## src/rtl/alu_defs.sv

```systemverilog
`default_nettype none
// ============================================================================
// Package  : alu_defs
// Purpose  : Shared ALU op codes, FSM state encoding and sizing constants
//            for the two-requester ALU arbiter.
// Revision : 1.0  initial release
// ============================================================================
package alu_defs;

    // Op bit 3 inverts the left operand, bit 2 inverts the right operand
    // (and supplies the carry-in), bits [1:0] select AND/OR/ADD/SLT.
    localparam logic [3:0] ALU_AND = 4'b0000;
    localparam logic [3:0] ALU_OR  = 4'b0001;
    localparam logic [3:0] ALU_ADD = 4'b0010;
    localparam logic [3:0] ALU_SLT = 4'b0011;
    localparam logic [3:0] ALU_SUB = 4'b0110;

    // Exec wait counter covers ALU_LATENCY 0..7.
    localparam int CNT_W  = 3;
    localparam int STAT_W = 16;

    typedef enum logic [1:0] {
        ST_IDLE = 2'd0,
        ST_EXEC = 2'd1,
        ST_RESP = 2'd2
    } state_t;

endpackage
`default_nettype wire

```

## src/rtl/rr_arb2.sv

```systemverilog
`default_nettype none
// ============================================================================
// Module   : rr_arb2
// Purpose  : Two-way round-robin picker. A sole requester wins outright; on a
//            tie the requester that did not win last time is chosen.
// Revision : 1.0  initial release
// ============================================================================
module rr_arb2 (
    input  logic [1:0] valid,
    input  logic       last_grant,
    output logic [1:0] grant
);

    // One-hot winner selection; last_grant is the index of the previous winner.
    always_comb begin
        grant = 2'b00;
        if (valid == 2'b11) begin
            grant = last_grant ? 2'b01 : 2'b10;
        end else begin
            grant = valid;
        end
    end

endmodule
`default_nettype wire

```

## src/rtl/alu32b_arbiter.sv

```systemverilog
`default_nettype none
// ============================================================================
// Module   : alu32b_arbiter
// Purpose  : Shares one external combinational ALU between two requesters.
//            Round-robin grant, valid/ready handshakes on request and
//            response, one operation in flight, registered result.
//            Optional macro ALU_ARB_STATS_EN adds per-requester saturating
//            16-bit grant counters (grant_cnt0, grant_cnt1).
// Revision : 1.0  initial release
// ============================================================================
module alu32b_arbiter
    import alu_defs::*;
#(
    parameter int DATA_WIDTH  = 32,
    parameter int OP_WIDTH    = 4,
    parameter int ALU_LATENCY = 0
) (
    input  logic                  clk,
    input  logic                  rst,
    input  logic                  req0_valid,
    output logic                  req0_ready,
    input  logic [OP_WIDTH-1:0]   req0_op,
    input  logic [DATA_WIDTH-1:0] req0_a,
    input  logic [DATA_WIDTH-1:0] req0_b,
    output logic                  rsp0_valid,
    input  logic                  rsp0_ready,
    output logic [DATA_WIDTH-1:0] rsp0_result,
    input  logic                  req1_valid,
    output logic                  req1_ready,
    input  logic [OP_WIDTH-1:0]   req1_op,
    input  logic [DATA_WIDTH-1:0] req1_a,
    input  logic [DATA_WIDTH-1:0] req1_b,
    output logic                  rsp1_valid,
    input  logic                  rsp1_ready,
    output logic [DATA_WIDTH-1:0] rsp1_result,
    output logic [OP_WIDTH-1:0]   alu_op,
    output logic [DATA_WIDTH-1:0] alu_left,
    output logic [DATA_WIDTH-1:0] alu_right,
    input  logic [DATA_WIDTH-1:0] alu_result
`ifdef ALU_ARB_STATS_EN
    ,
    output logic [STAT_W-1:0]     grant_cnt0,
    output logic [STAT_W-1:0]     grant_cnt1
`endif
);

    state_t                state_q,      state_d;
    logic [OP_WIDTH-1:0]   op_q,         op_d;
    logic [DATA_WIDTH-1:0] a_q,          a_d;
    logic [DATA_WIDTH-1:0] b_q,          b_d;
    logic [DATA_WIDTH-1:0] result_q,     result_d;
    logic                  owner_q,      owner_d;
    logic                  last_grant_q, last_grant_d;
    logic [CNT_W-1:0]      cnt_q,        cnt_d;

    logic [1:0]            w_grant;
    logic                  w_accept;
    logic                  w_rsp_take;

    rr_arb2 u_rr_arb2 (
        .valid      ({req1_valid, req0_valid}),
        .last_grant (last_grant_q),
        .grant      (w_grant)
    );

    // Readies are gated by rst so every output reads 0 while reset is held.
    assign w_accept   = (state_q == ST_IDLE) && !rst && (w_grant != 2'b00);
    assign req0_ready = w_accept && w_grant[0];
    assign req1_ready = w_accept && w_grant[1];

    // ALU inputs come only from capture registers: no request-to-ALU path.
    assign alu_op    = op_q;
    assign alu_left  = a_q;
    assign alu_right = b_q;

    assign rsp0_valid  = (state_q == ST_RESP) && !owner_q;
    assign rsp1_valid  = (state_q == ST_RESP) &&  owner_q;
    assign rsp0_result = rsp0_valid ? result_q : '0;
    assign rsp1_result = rsp1_valid ? result_q : '0;
    assign w_rsp_take  = owner_q ? rsp1_ready : rsp0_ready;

    // Next-state logic: accept in IDLE, count down in EXEC, hand back in RESP.
    always_comb begin
        state_d      = state_q;
        op_d         = op_q;
        a_d          = a_q;
        b_d          = b_q;
        result_d     = result_q;
        owner_d      = owner_q;
        last_grant_d = last_grant_q;
        cnt_d        = cnt_q;
        case (state_q)
            ST_IDLE: begin
                if (w_accept) begin
                    op_d         = w_grant[1] ? req1_op : req0_op;
                    a_d          = w_grant[1] ? req1_a  : req0_a;
                    b_d          = w_grant[1] ? req1_b  : req0_b;
                    owner_d      = w_grant[1];
                    last_grant_d = w_grant[1];
                    cnt_d        = CNT_W'(ALU_LATENCY);
                    state_d      = ST_EXEC;
                end
            end
            ST_EXEC: begin
                if (cnt_q == '0) begin
                    result_d = alu_result;
                    state_d  = ST_RESP;
                end else begin
                    cnt_d = cnt_q - 1'b1;
                end
            end
            ST_RESP: begin
                if (w_rsp_take) begin
                    state_d = ST_IDLE;
                end
            end
            default: state_d = ST_IDLE;
        endcase
    end

    // State and datapath registers; reset favours requester 0 first.
    always_ff @(posedge clk or posedge rst) begin
        if (rst) begin
            state_q      <= ST_IDLE;
            op_q         <= '0;
            a_q          <= '0;
            b_q          <= '0;
            result_q     <= '0;
            owner_q      <= 1'b0;
            last_grant_q <= 1'b1;
            cnt_q        <= '0;
        end else begin
            state_q      <= state_d;
            op_q         <= op_d;
            a_q          <= a_d;
            b_q          <= b_d;
            result_q     <= result_d;
            owner_q      <= owner_d;
            last_grant_q <= last_grant_d;
            cnt_q        <= cnt_d;
        end
    end

`ifdef ALU_ARB_STATS_EN
    logic [STAT_W-1:0] grant_cnt0_q, grant_cnt0_d;
    logic [STAT_W-1:0] grant_cnt1_q, grant_cnt1_d;

    // Saturating per-requester grant counters.
    always_comb begin
        grant_cnt0_d = grant_cnt0_q;
        grant_cnt1_d = grant_cnt1_q;
        if (req0_ready && (grant_cnt0_q != {STAT_W{1'b1}})) begin
            grant_cnt0_d = grant_cnt0_q + 1'b1;
        end
        if (req1_ready && (grant_cnt1_q != {STAT_W{1'b1}})) begin
            grant_cnt1_d = grant_cnt1_q + 1'b1;
        end
    end

    // Counter registers, cleared by reset.
    always_ff @(posedge clk or posedge rst) begin
        if (rst) begin
            grant_cnt0_q <= '0;
            grant_cnt1_q <= '0;
        end else begin
            grant_cnt0_q <= grant_cnt0_d;
            grant_cnt1_q <= grant_cnt1_d;
        end
    end

    assign grant_cnt0 = grant_cnt0_q;
    assign grant_cnt1 = grant_cnt1_q;
`endif

endmodule
`default_nettype wire
```

## config.mk

```make
export PLATFORM = sky130hd
export DESIGN_NAME = alu32b_arbiter
export DESIGN_NICKNAME = d
export VERILOG_FILES = /design/src/rtl/alu_defs.sv /design/src/rtl/rr_arb2.sv /design/src/rtl/alu32b_arbiter.sv
export SDC_FILE = /design/constraint.sdc
export NUM_CORES = 1
export LEC_CHECK = 0
export ABC_AREA = 0
export CAP_MARGIN = 5
export CORE_MARGIN = 2
export CORE_UTILIZATION = 34
export CTS_BUF_LIST = sky130_fd_sc_hd__clkbuf_16
export DETAILED_ROUTE_END_ITERATION = 12
export GPL_TIMING_DRIVEN = 0
export PLACE_DENSITY = 0.77
export SYNTH_ARGS = -nofsm -noshare
export SYNTH_HDL_FRONTEND = slang
export SYNTH_SLANG_ARGS = --single-unit
```

## constraint.sdc

```tcl
create_clock -name clk -period 3.5 [get_ports clk]
set_input_delay 0.7 -clock clk [delete_from_list [all_inputs] [get_ports clk]]
set_output_delay 0.7 -clock clk [all_outputs]
set_load 0.01 [all_outputs]
```

==> impl_metrics.env <==
export IMPL_register_area_mm2=0.00268
export IMPL_worstPathArrival_ns=2.65
export IMPL_layout_worst_path_cycle_share_pct=95.6
export IMPL_start_util_pct=34.9
export IMPL_power_density_mw_per_mm2=700
export IMPL_cts_resized=0
export IMPL_cts_buffers=9
export IMPL_critPathMaxFanout=8
export IMPL_synth_edf_count=0
export IMPL_core_mm2=0.0146
export IMPL_grtUsageTotal_pct=21.9
export IMPL_synthArstFlopShare_pct=100
export IMPL_min_delay_start="cnt_q[0]"
export IMPL_synth_flop_cell="dfrtp_1"
export IMPL_cts_buffer_depth=2
export IMPL_final_cells=931
export IMPL_row_count=44
export IMPL_synth_top_area_cell="dfrtp_1"
export IMPL_rsz0062_at_grt="false"
export IMPL_dp_cells=916
export IMPL_cts_setup_buffers=0
export IMPL_first_pass_iters=4
export IMPL_yosysWarningCount=0
export IMPL_drtIter0Drc=206
export IMPL_grt_pass1_vias=5119
export IMPL_cts_sinks=107
export IMPL_antenna_found_initial=0
export IMPL_startpoint_type="input port"
export IMPL_cts_max_level=3
export IMPL_cp_common_cell="clkdlybuf4s50_1"
export IMPL_ir_worst_vdd_uv=336
export IMPL_gp_congestion=0.846
export IMPL_worst_path_buf_inv=2
export IMPL_num_io_pins=310
export IMPL_slew_viol_final=0
export IMPL_grt_max_degree=42
export IMPL_worst_pin_slew_ns=0.863
export IMPL_clk_latency_ns=0.35
export IMPL_overflow=0
export IMPL_max_stage_delay_ns=0.60
export IMPL_finalHoldViolCount=0
export IMPL_outcome="completed"
export IMPL_skew_ns=0.00908
export IMPL_yosysUniqueCellTypes=36
export IMPL_cap_viol_max_count=0
export IMPL_setup_slack_ns=0.154
export IMPL_critPathSlowestCell="nor3_2"
export IMPL_r2r_start="cnt_q[0]"
export IMPL_syn_nets=597
export IMPL_worst_hold_slack_ns=0.490
export IMPL_design_area_mm2=0.00874
export IMPL_netlist_area_mm2=0.00510
export IMPL_portBuffers=309
export IMPL_tns_ns=0
export IMPL_fin_nets=919
export IMPL_r2r_cells=7
export IMPL_slew_headroom_pct=42.4
export IMPL_die_w_um=126
export IMPL_fin_util_pct=59.9
export IMPL_synth_top_area_share_pct=52.0
export IMPL_leakagePower_nw=3.36
export IMPL_ys_seq_area_share_pct=52.6
export IMPL_wl_mm=18.0
export IMPL_crit_path_end_kind="output port"
export IMPL_cp_top_family="buffers and inverters"
export IMPL_remaining_drc_errors=0
export IMPL_syn_to_final_growth_pct=71.6
export IMPL_synthCells=421
export IMPL_max_freq_ghz=0.299
export IMPL_ys_ff_latch=107
export IMPL_fillers=1182
export IMPL_reg2reg_slack_ns=1.54
export IMPL_hold_buffers=0
export IMPL_worst_setup_path_type="in2out"
export IMPL_cts_tree="done"
export IMPL_antenna_cells=0
export IMPL_fp_dieArea_mm2=0.0160
export IMPL_place_area_mm2=0.00846
export IMPL_min_period_ns=3.35
export IMPL_drive_gt1_share_pct=9.77
export IMPL_pre_cts_ws_ns=0.124
export IMPL_p_total_mw=6.12
export IMPL_holdPathStages=1
export IMPL_grt_pass1_wl_mm=27.6
export IMPL_dp_hpwl_mm=13.9
export IMPL_setup_violations=0
export IMPL_r2r_end="result_q[8]"
export IMPL_min_path_type="reg2reg"
export IMPL_clk_pin_slew_worst_paths_ns=0.07
export IMPL_multi_input_area_mm2=0.00218
export IMPL_clockRootBuffer="clkbuf_16"
export IMPL_yosys_top_cells_area="dfrtp_1 (52%), a2bb2oi_1 (12%), o32ai_1 (12%), and2_1 (7.9%), mux2_2 (6.8%)"
export IMPL_vias_per_cell=5.30
export IMPL_path_cells="clkdlybuf4s50_1 > nor3_2 > nand2_1 > nor2_1 > clkdlybuf4s50_1"
export IMPL_worstHoldEndpoint="cnt_q[0]"
export IMPL_syn_area_per_cell_um2=12.1
export IMPL_ant_nets=0
export IMPL_cp_required_ns=2.80
export IMPL_vias=4932
export IMPL_die_h_um=126
export IMPL_avgRoutedWirePerCell_um=19.4
[final cells by class]
cell class	instances	share of cell area (%)
clock inverter	6	0.572
multi-input combinational	263	25.0
tap	184	2.63
timing repair buffer	311	35.8
buffer	47	2.58
sequential	107	30.6
clock buffer	9	2.58
inverter	4	0.215
[Yosys cell counts (2+ instances only)]
library cell and count:
inv_1 3, o32ai_1 68, ha_1 2, buf_2 8, buf_4 10, o22ai_1 2
mux2_2 31, clkbuf_1 28, a2bb2oi_1 68, nor2_1 3, and2_1 64, nand2_1 2
dfrtp_1 106, mux2i_1 2, nor2b_1 3
[how the worst max path moves through the flow]
stage | startpoint | end | cells after the start
after detailed placement | rst | req0_ready | 5
after global routing | rst | req0_ready | 5
after global placement | rst | req0_ready | 5
after floorplan | req1_valid | req1_ready | 4
after CTS | state_q[0] | rsp0_result[28] | 4
final | rst | req0_ready | 5
[state kept, by name, indices dropped and copies added (netlist names)]
signal / cells
last_grant_q: 1
alu_right: 32
owner_q: 1
state_q: 2
alu_left: 32
result_q: 32
alu_op: 4
cnt_q: 3
[logic make-up after synthesis]
| logic type | after synthesis | synth area share (%) |
|---|---|---|
| AO/OA/AOI/OAI | 145 | 24.6 |
| adder cells (fa/ha/maj) | 2 | 0.491 |
| buffers and inverters | 51 | 4.71 |
| flip-flops | 107 | 52.6 |
| multiplexers | 34 | 7.46 |
| AND/OR/NAND/NOR | 82 | 10.2 |
[where the power goes]
part | switching [mW] | leakage [nW] | internal, mW
combinational | 1.19 | 2.02 | 1.76
sequential | 0.372 | 1.19 | 1.81
clock | 0.434 | 0.143 | 0.540
total | 2.00 | 3.36 | 4.12
[routing by layer]
| metal | part of all wire, % | GRT usage, % | vias to the layer above |
|---|---|---|---|
| li1 | - | - | 2280 |
| met1 | 39 | 25.2 | 2371 |
| met2 | 51 | 39.2 | 245 |
| met3 | 7.3 | 5.15 | 36 |
| met4 | 2.9 | 9.11 | 0 |
| met5 | 0 | 0 | - |
[layout by cell type (no fill, tap or decap), types with 2 or more instances in the layout]
cell             synthesis  final
clkinv_1                 0      2
nor2b_1                  3      3
buf_4                   10     10
inv_1                    3      4
mux2_2                  31     31
o32ai_1                 68     68
clkdlybuf4s50_1          0    309
ha_1                     2      2
mux2i_1                  2      2
and2_1                  64     64
dfrtp_1                106    106
buf_2                    8      8
clkbuf_16                0      9
buf_12                   0      2
nand2_1                  2      2
o22ai_1                  2      2
a2bb2oi_1               68     68
nor2_1                   3      3
clkbuf_1                28     28
(Power assumes the default switching activity.)
